==> src/rtl/mul_exu.sv <==
// rtl/mul_exu.sv - pipelined RV32M multiply unit between the mul reservation station and the CDB arbiter
module mul_exu #(
    parameter int TAG_WIDTH = 6,
    parameter int STAGES    = 2
) (
    input  logic                 i_clk,
    input  logic                 i_rst,
    input  logic                 i_kill,
    input  logic                 i_issue_valid,
    output logic                 o_issue_ready,
    input  logic [2:0]           i_funct3,
    input  logic [31:0]          i_src1,
    input  logic [31:0]          i_src2,
    input  logic [TAG_WIDTH-1:0] i_tag,
    output logic                 o_cdb_valid,
    input  logic                 i_cdb_ready,
    output logic [31:0]          o_cdb_data,
    output logic [TAG_WIDTH-1:0] o_cdb_tag
);

    logic                 stall;
    logic                 dec_signed1;
    logic                 dec_signed2;
    logic                 dec_high;
    logic                 unused_funct3_msb;

    logic                 s1_valid;
    logic [TAG_WIDTH-1:0] s1_tag;
    logic                 s1_signed1;
    logic                 s1_signed2;
    logic                 s1_high;
    logic [31:0]          s1_src1;
    logic [31:0]          s1_src2;

    logic signed [63:0]   op_a;
    logic signed [63:0]   op_b;
    logic signed [63:0]   product;
    logic [31:0]          mul_result;

    // The whole pipeline freezes only while the head result waits for the CDB.
    assign stall             = o_cdb_valid & ~i_cdb_ready;
    assign o_issue_ready     = ~stall;
    assign unused_funct3_msb = i_funct3[2];

    always_comb begin
        dec_signed1 = 1'b1;
        dec_signed2 = 1'b1;
        dec_high    = 1'b1;
        case (i_funct3[1:0])
            2'b00:   dec_high = 1'b0;
            2'b01:   dec_high = 1'b1;
            2'b10:   dec_signed2 = 1'b0;
            default: begin
                dec_signed1 = 1'b0;
                dec_signed2 = 1'b0;
            end
        endcase
    end

    always_ff @(posedge i_clk or posedge i_rst) begin
        if (i_rst) begin
            s1_valid   <= 1'b0;
            s1_tag     <= '0;
            s1_signed1 <= 1'b0;
            s1_signed2 <= 1'b0;
            s1_high    <= 1'b0;
            s1_src1    <= '0;
            s1_src2    <= '0;
        end else begin
            if (i_kill) begin
                s1_valid <= 1'b0;
            end else if (!stall) begin
                s1_valid <= i_issue_valid;
            end
            if (!stall) begin
                s1_tag     <= i_tag;
                s1_signed1 <= dec_signed1;
                s1_signed2 <= dec_signed2;
                s1_high    <= dec_high;
                s1_src1    <= i_src1;
                s1_src2    <= i_src2;
            end
        end
    end

    // 33-bit sign/zero extension widened to 64; the low 64 bits of the product are exact.
    assign op_a       = {{32{s1_signed1 & s1_src1[31]}}, s1_src1};
    assign op_b       = {{32{s1_signed2 & s1_src2[31]}}, s1_src2};
    assign product    = op_a * op_b;
    assign mul_result = s1_high ? product[63:32] : product[31:0];

    if (STAGES == 1) begin : g_single
        assign o_cdb_valid = s1_valid;
        assign o_cdb_tag   = s1_tag;
        assign o_cdb_data  = mul_result;
    end else begin : g_pipe
        logic [STAGES-1:1]    pv;
        logic [TAG_WIDTH-1:0] pt [1:STAGES-1];
        logic [31:0]          pr [1:STAGES-1];

        always_ff @(posedge i_clk or posedge i_rst) begin
            if (i_rst) begin
                pv <= '0;
                for (int k = 1; k < STAGES; k++) begin
                    pt[k] <= '0;
                    pr[k] <= '0;
                end
            end else begin
                if (i_kill) begin
                    pv <= '0;
                end else if (!stall) begin
                    pv[1] <= s1_valid;
                    for (int k = 2; k < STAGES; k++) begin
                        pv[k] <= pv[k-1];
                    end
                end
                if (!stall) begin
                    pt[1] <= s1_tag;
                    pr[1] <= mul_result;
                    for (int k = 2; k < STAGES; k++) begin
                        pt[k] <= pt[k-1];
                        pr[k] <= pr[k-1];
                    end
                end
            end
        end

        assign o_cdb_valid = pv[STAGES-1];
        assign o_cdb_tag   = pt[STAGES-1];
        assign o_cdb_data  = pr[STAGES-1];
    end

endmodule
==> config.mk <==
export PLATFORM = sky130hd
export DESIGN_NAME = mul_exu
export DESIGN_NICKNAME = d
export VERILOG_FILES = /design/src/rtl/mul_exu.sv
export SDC_FILE = /design/constraint.sdc
export NUM_CORES = 2
export LEC_CHECK = 0
export CAP_MARGIN = 10
export CORE_UTILIZATION = 55
export CTS_CLUSTER_SIZE = 40
export DETAILED_ROUTE_END_ITERATION = 7
export HOLD_SLACK_MARGIN = 0.12
export PLACE_DENSITY = 0.84
export SYNTH_ARGS = -nofsm -noshare
export SYNTH_HDL_FRONTEND = slang
export SYNTH_SLANG_ARGS = --single-unit
==> constraint.sdc <==
create_clock -name i_clk -period 21.6 [get_ports i_clk]
set_input_delay 4.32 -clock i_clk [delete_from_list [all_inputs] [get_ports i_clk]]
set_output_delay 4.32 -clock i_clk [all_outputs]
set_load 0.03 [all_outputs]
* Yosys cells after proc, flatten, opt, wreduce, memory -nomap -nowiden
Index checks and enable logic that the tools add are counted.
Storage, ports and cells: register bits after elaboration 113, bits in latches 0, memory bits (writable) 0, memory bits (read-only) 0, input bits 78, word-level logic and storage cells 30, memories 0
Cells by class: add/sub/neg operators 0, multiply operators 1, divide/modulo/power cells 0, order comparisons 0, equal/unequal tests 3, shifts and indexed selects 0, mux-type cells 8, bitwise logic cells 5, reduce and logical (&&, ||, !) cells 3
Operators with widths (number):
- $mul A33 B33 Y64 | 1
- $mux W32 | 1
- $mux W1 | 7
- $and A1 B1 Y1 | 3
- $reduce_or A3 Y1 | 1
- $eq A2 B1 Y1 const B | 1
- $eq A2 B2 Y1 const B | 1
- $logic_not A2 Y1 | 1
- $ne A2 B2 Y1 const B | 1
- $not A1 Y1 | 2
- $reduce_or A2 Y1 | 1

* Longest topological paths before layout
depth in word-level cells 4, gate-level depth with buffers 31, depth with buffers taken out 28

* Least setup slack after synthesis
Ideal clock, no wire load.
kind input -> output, from input port i_cdb_ready, to output port o_issue_ready, data arrival time 5081 ps, required time 17280 ps, path slack 12199 ps, cell stages on the path 4, path buffers 2, cell sequence nor2b_1 > clkbuf_1 > inv_2 > clkbuf_1
Between the ends: cells in the longest elaborated chain, start to end 3
Ends and longest elaborated chain:
- start: declaration | line 16 | input logic i_cdb_ready,
- $not A1 Y1 | line 41 | assign stall = o_cdb_valid & ~i_cdb_ready;
- $and A1 B1 Y1 | line 41
- $not A1 Y1 | line 42 | assign o_issue_ready = ~stall;
- end: declaration | line 10 | output logic o_issue_ready,
No other way between the ends.

* Worst setup path after layout
Same ends and word-level chain as after synthesis.

==> impl_metrics.py <==
metrics = {
    "layout": {
        "seqCellArea_mm2": 0.00283,
        "final_cell_mix": "fa_1, inv_1, nand2_1",
        "nFillCells": 6083,
        "multi_input_area_mm2": 0.0343,
        "area_delta_synth_final_pct": 6.24,
        "nets": 6032,
        "final_common_cell": "fa_1",
        "final_cell_area_mm2": 0.0449,
        "layout-drive-gt1-share_pct": 2.79,
    },
    "placement": {
        "routabilityCongestion": 0.963,
        "portBuffers": 116,
        "place_worst_setup_slack_ns": 11.05,
        "hpwl_mm": 85.9,
        "place_area_mm2": 0.0443,
    },
    "worst_hold_path": {
        "min_path_cells": 2,
        "min_path_type": "reg -> reg",
        "min_from": "s1_tag[5]",
    },
    "critical_path": {
        "path_max_fanout": 34,
        "reg2reg_to": "o_cdb_data[23]",
        "reg2reg_from": "s1_signed1",
        "reg2regPathDepth": 27,
        "crit_end": "o_issue_ready",
        "endpoint_kind": "output pin",
        "cp_data_arrival_time_ns": 6.23,
        "crit_required_ns": 17.28,
        "rrSetupSlack_ns": 11.58,
        "critPathLaunch": "i_cdb_ready",
        "critical_path_class": "in -> out",
        "cp-start-kind": "input port",
    },
    "synthesis": {
        "yosys_most_used_dff": "dfrtp_1",
        "ys_seq_area_share_pct": 6.69,
        "syn_area_mm2": 0.0423,
        "synthAdderAreaFrac_pct": 59.5,
        "yosysWarnings": 0,
        "synth-simple-area-share_pct": 16.0,
        "synthesis.nets": 6082,
        "syn_inst": 4667,
        "async_flop_share_pct": 100,
        "synthDistinctLibCells": 61,
        "muxShareOfSynthArea_pct": 0.189,
        "synth_edf_count": 0,
        "synth_area_per_cell_um2": 9.06,
        "synth_top_family_by_area": "adder cells",
        "synthXorXnorAreaFrac_pct": 1.45,
        "synth_compound_area_share_pct": 3.95,
        "synth-seq-cells": 113,
    },
    "timing": {
        "worst_pin_slew_ns": 1.14,
        "rsz0062_at_grt": "false",
        "skew_ns": 0.0161,
        "relSlewSlack_pct": 24.3,
        "final_hold_viol_count": 0,
        "setup_viol": 0,
        "slew_violations": 0,
        "setup-tns-final_ns": 0,
        "worst_slack_ns": 11.05,
        "layout_min_cycle_time_ns": 10.55,
        "max_freq_ghz": 0.0948,
        "period_share_pct": 48.8,
    },
    "floorplanning": {
        "core_area_mm2": 0.0759,
        "die_area_mm2": 0.0780,
        "start_util_pct": 55.7,
        "die_y_um": 279,
        "die_w_um": 279,
        "num_io_pins": 118,
        "placementRows": 101,
    },
    "route": {
        "drt_pre_antenna_iters": 6,
        "detail_route.wirelength_mm": 110,
        "post-route-drc-count": 0,
        "routedWlPerCell_um": 19.4,
        "routed.top_layer": "met4",
        "post_drt_via_cell_ratio": 5.56,
        "met2WireLength_mm": 54.7,
        "dr.first_iter.drc_count": 2448,
        "ant_nets": 0,
        "m1WireLength_mm": 39.0,
        "routed-wl-met3_mm": 10.4,
        "via_count": 31500,
    },
    "clock_network": {
        "htreeDepth": 4,
        "clkLatencyLatePin_ns": 0.49,
        "clkSinkCount": 113,
        "clkTransAtPathRegs_ns": 0.07,
        "cts-root-buf": "clkbuf_16",
        "cts_hold_buf": 0,
        "numCtsBuffers": 17,
        "cts_setup_buffers": 0,
        "tritoncts": "built",
        "cts_resized": 0,
        "clockBufferDepth": 2,
    },
    "grt": {
        "grt_pass1_vias": 35800,
        "antenna_found_initial": 2,
        "grt_pass1_wl_mm": 183,
        "grt_use_total_pct": 30.2,
        "grt_max_degree": 90,
        "grt-ovfl-total": 0,
    },
    "run": {
        "maxCapViolCount": 0,
    },
    "status": {
        "outcome": "finished, final reports clean",
    },
}
synth_stat cells, types with 8 or more instances:
cell type	number	share of area, %
a21o_1	16	0.28
and2_1	358	5.3
o21ai_0	59	0.70
xnor2_1	46	0.95
or2_2	8	0.12
clkbuf_1	249	2.2
mux2i_1	8	0.19
o21ai_1	9	0.11
inv_1	1109	9.8
nand2_1	979	8.7
dfrtp_1	113	6.7
nand3_1	19	0.22
o21bai_1	12	0.21
a21oi_1	93	1.1
o211ai_1	8	0.14
nor2_1	83	0.74
xor2_1	24	0.50
and3_1	23	0.34
fa_1	1125	53
ha_1	212	6.3
nor3_1	14	0.17
nand4_1	14	0.21
worst max-delay path, cell delays in order:
cell and delay, ns:
clkdlybuf4s50_1 0.45, nor2b_4 0.46, inv_4 0.29, clkdlybuf4s50_1 0.68
metrics by stage:
stage                     hold WS, ns  utilization, %  instances
final                           0.469            59.1       5660
after floorplan                 0.439               -       4667
after global placement          0.450            58.3       5628
after CTS                       0.471            59.1       5659
after global routing            0.492            59.1       5659
after detailed placement        0.455            58.3       5628
worst min path at each step:
stage	end	slack [ns]
after floorplan	s1_tag[0]	0.44
after global placement	s1_src1[27]	0.45
after detailed placement	o_cdb_tag[2]	0.46
after CTS	s1_tag[5]	0.47
after global routing	s1_src1[26]	0.49
final	s1_tag[5]	0.47
state kept, by name, indices dropped and copies added (netlist names):
name,cells
s1_src1,32
s1_valid,1
s1_signed2,1
s1_signed1,1
o_cdb_valid,1
o_cdb_data,32
s1_tag,6
s1_high,1
s1_src2,32
o_cdb_tag,6
metal layers:
layer,GRT usage [%],vias to the layer above
li1,-,13200
met4,13.4,0
met5,0,-
met1,36.7,16100
met2,51.4,1682
met3,6.98,455
final cells by class:
type / count / share of cell area (%)
inverter: 1110 / 9.29
clock buffer: 19 / 0.986
sequential: 113 / 6.30
clock inverter: 12 / 0.357
multi-input combinational: 3188 / 76.4
tap: 1030 / 2.87
antenna: 1 / 0.00557
timing repair buffer: 187 / 3.77
logic make-up after synthesis:
group / count (synthesis)
AO/OA/AOI/OAI: 259
XOR/XNOR: 70
adder cells (fa/ha/maj): 1337
buffers and inverters: 1366
flip-flops: 113
multiplexers: 8
AND/OR/NAND/NOR: 1514
Power is not shown: default switching activity piles up to over one toggle a cycle in this logic, so the estimate is an artifact.
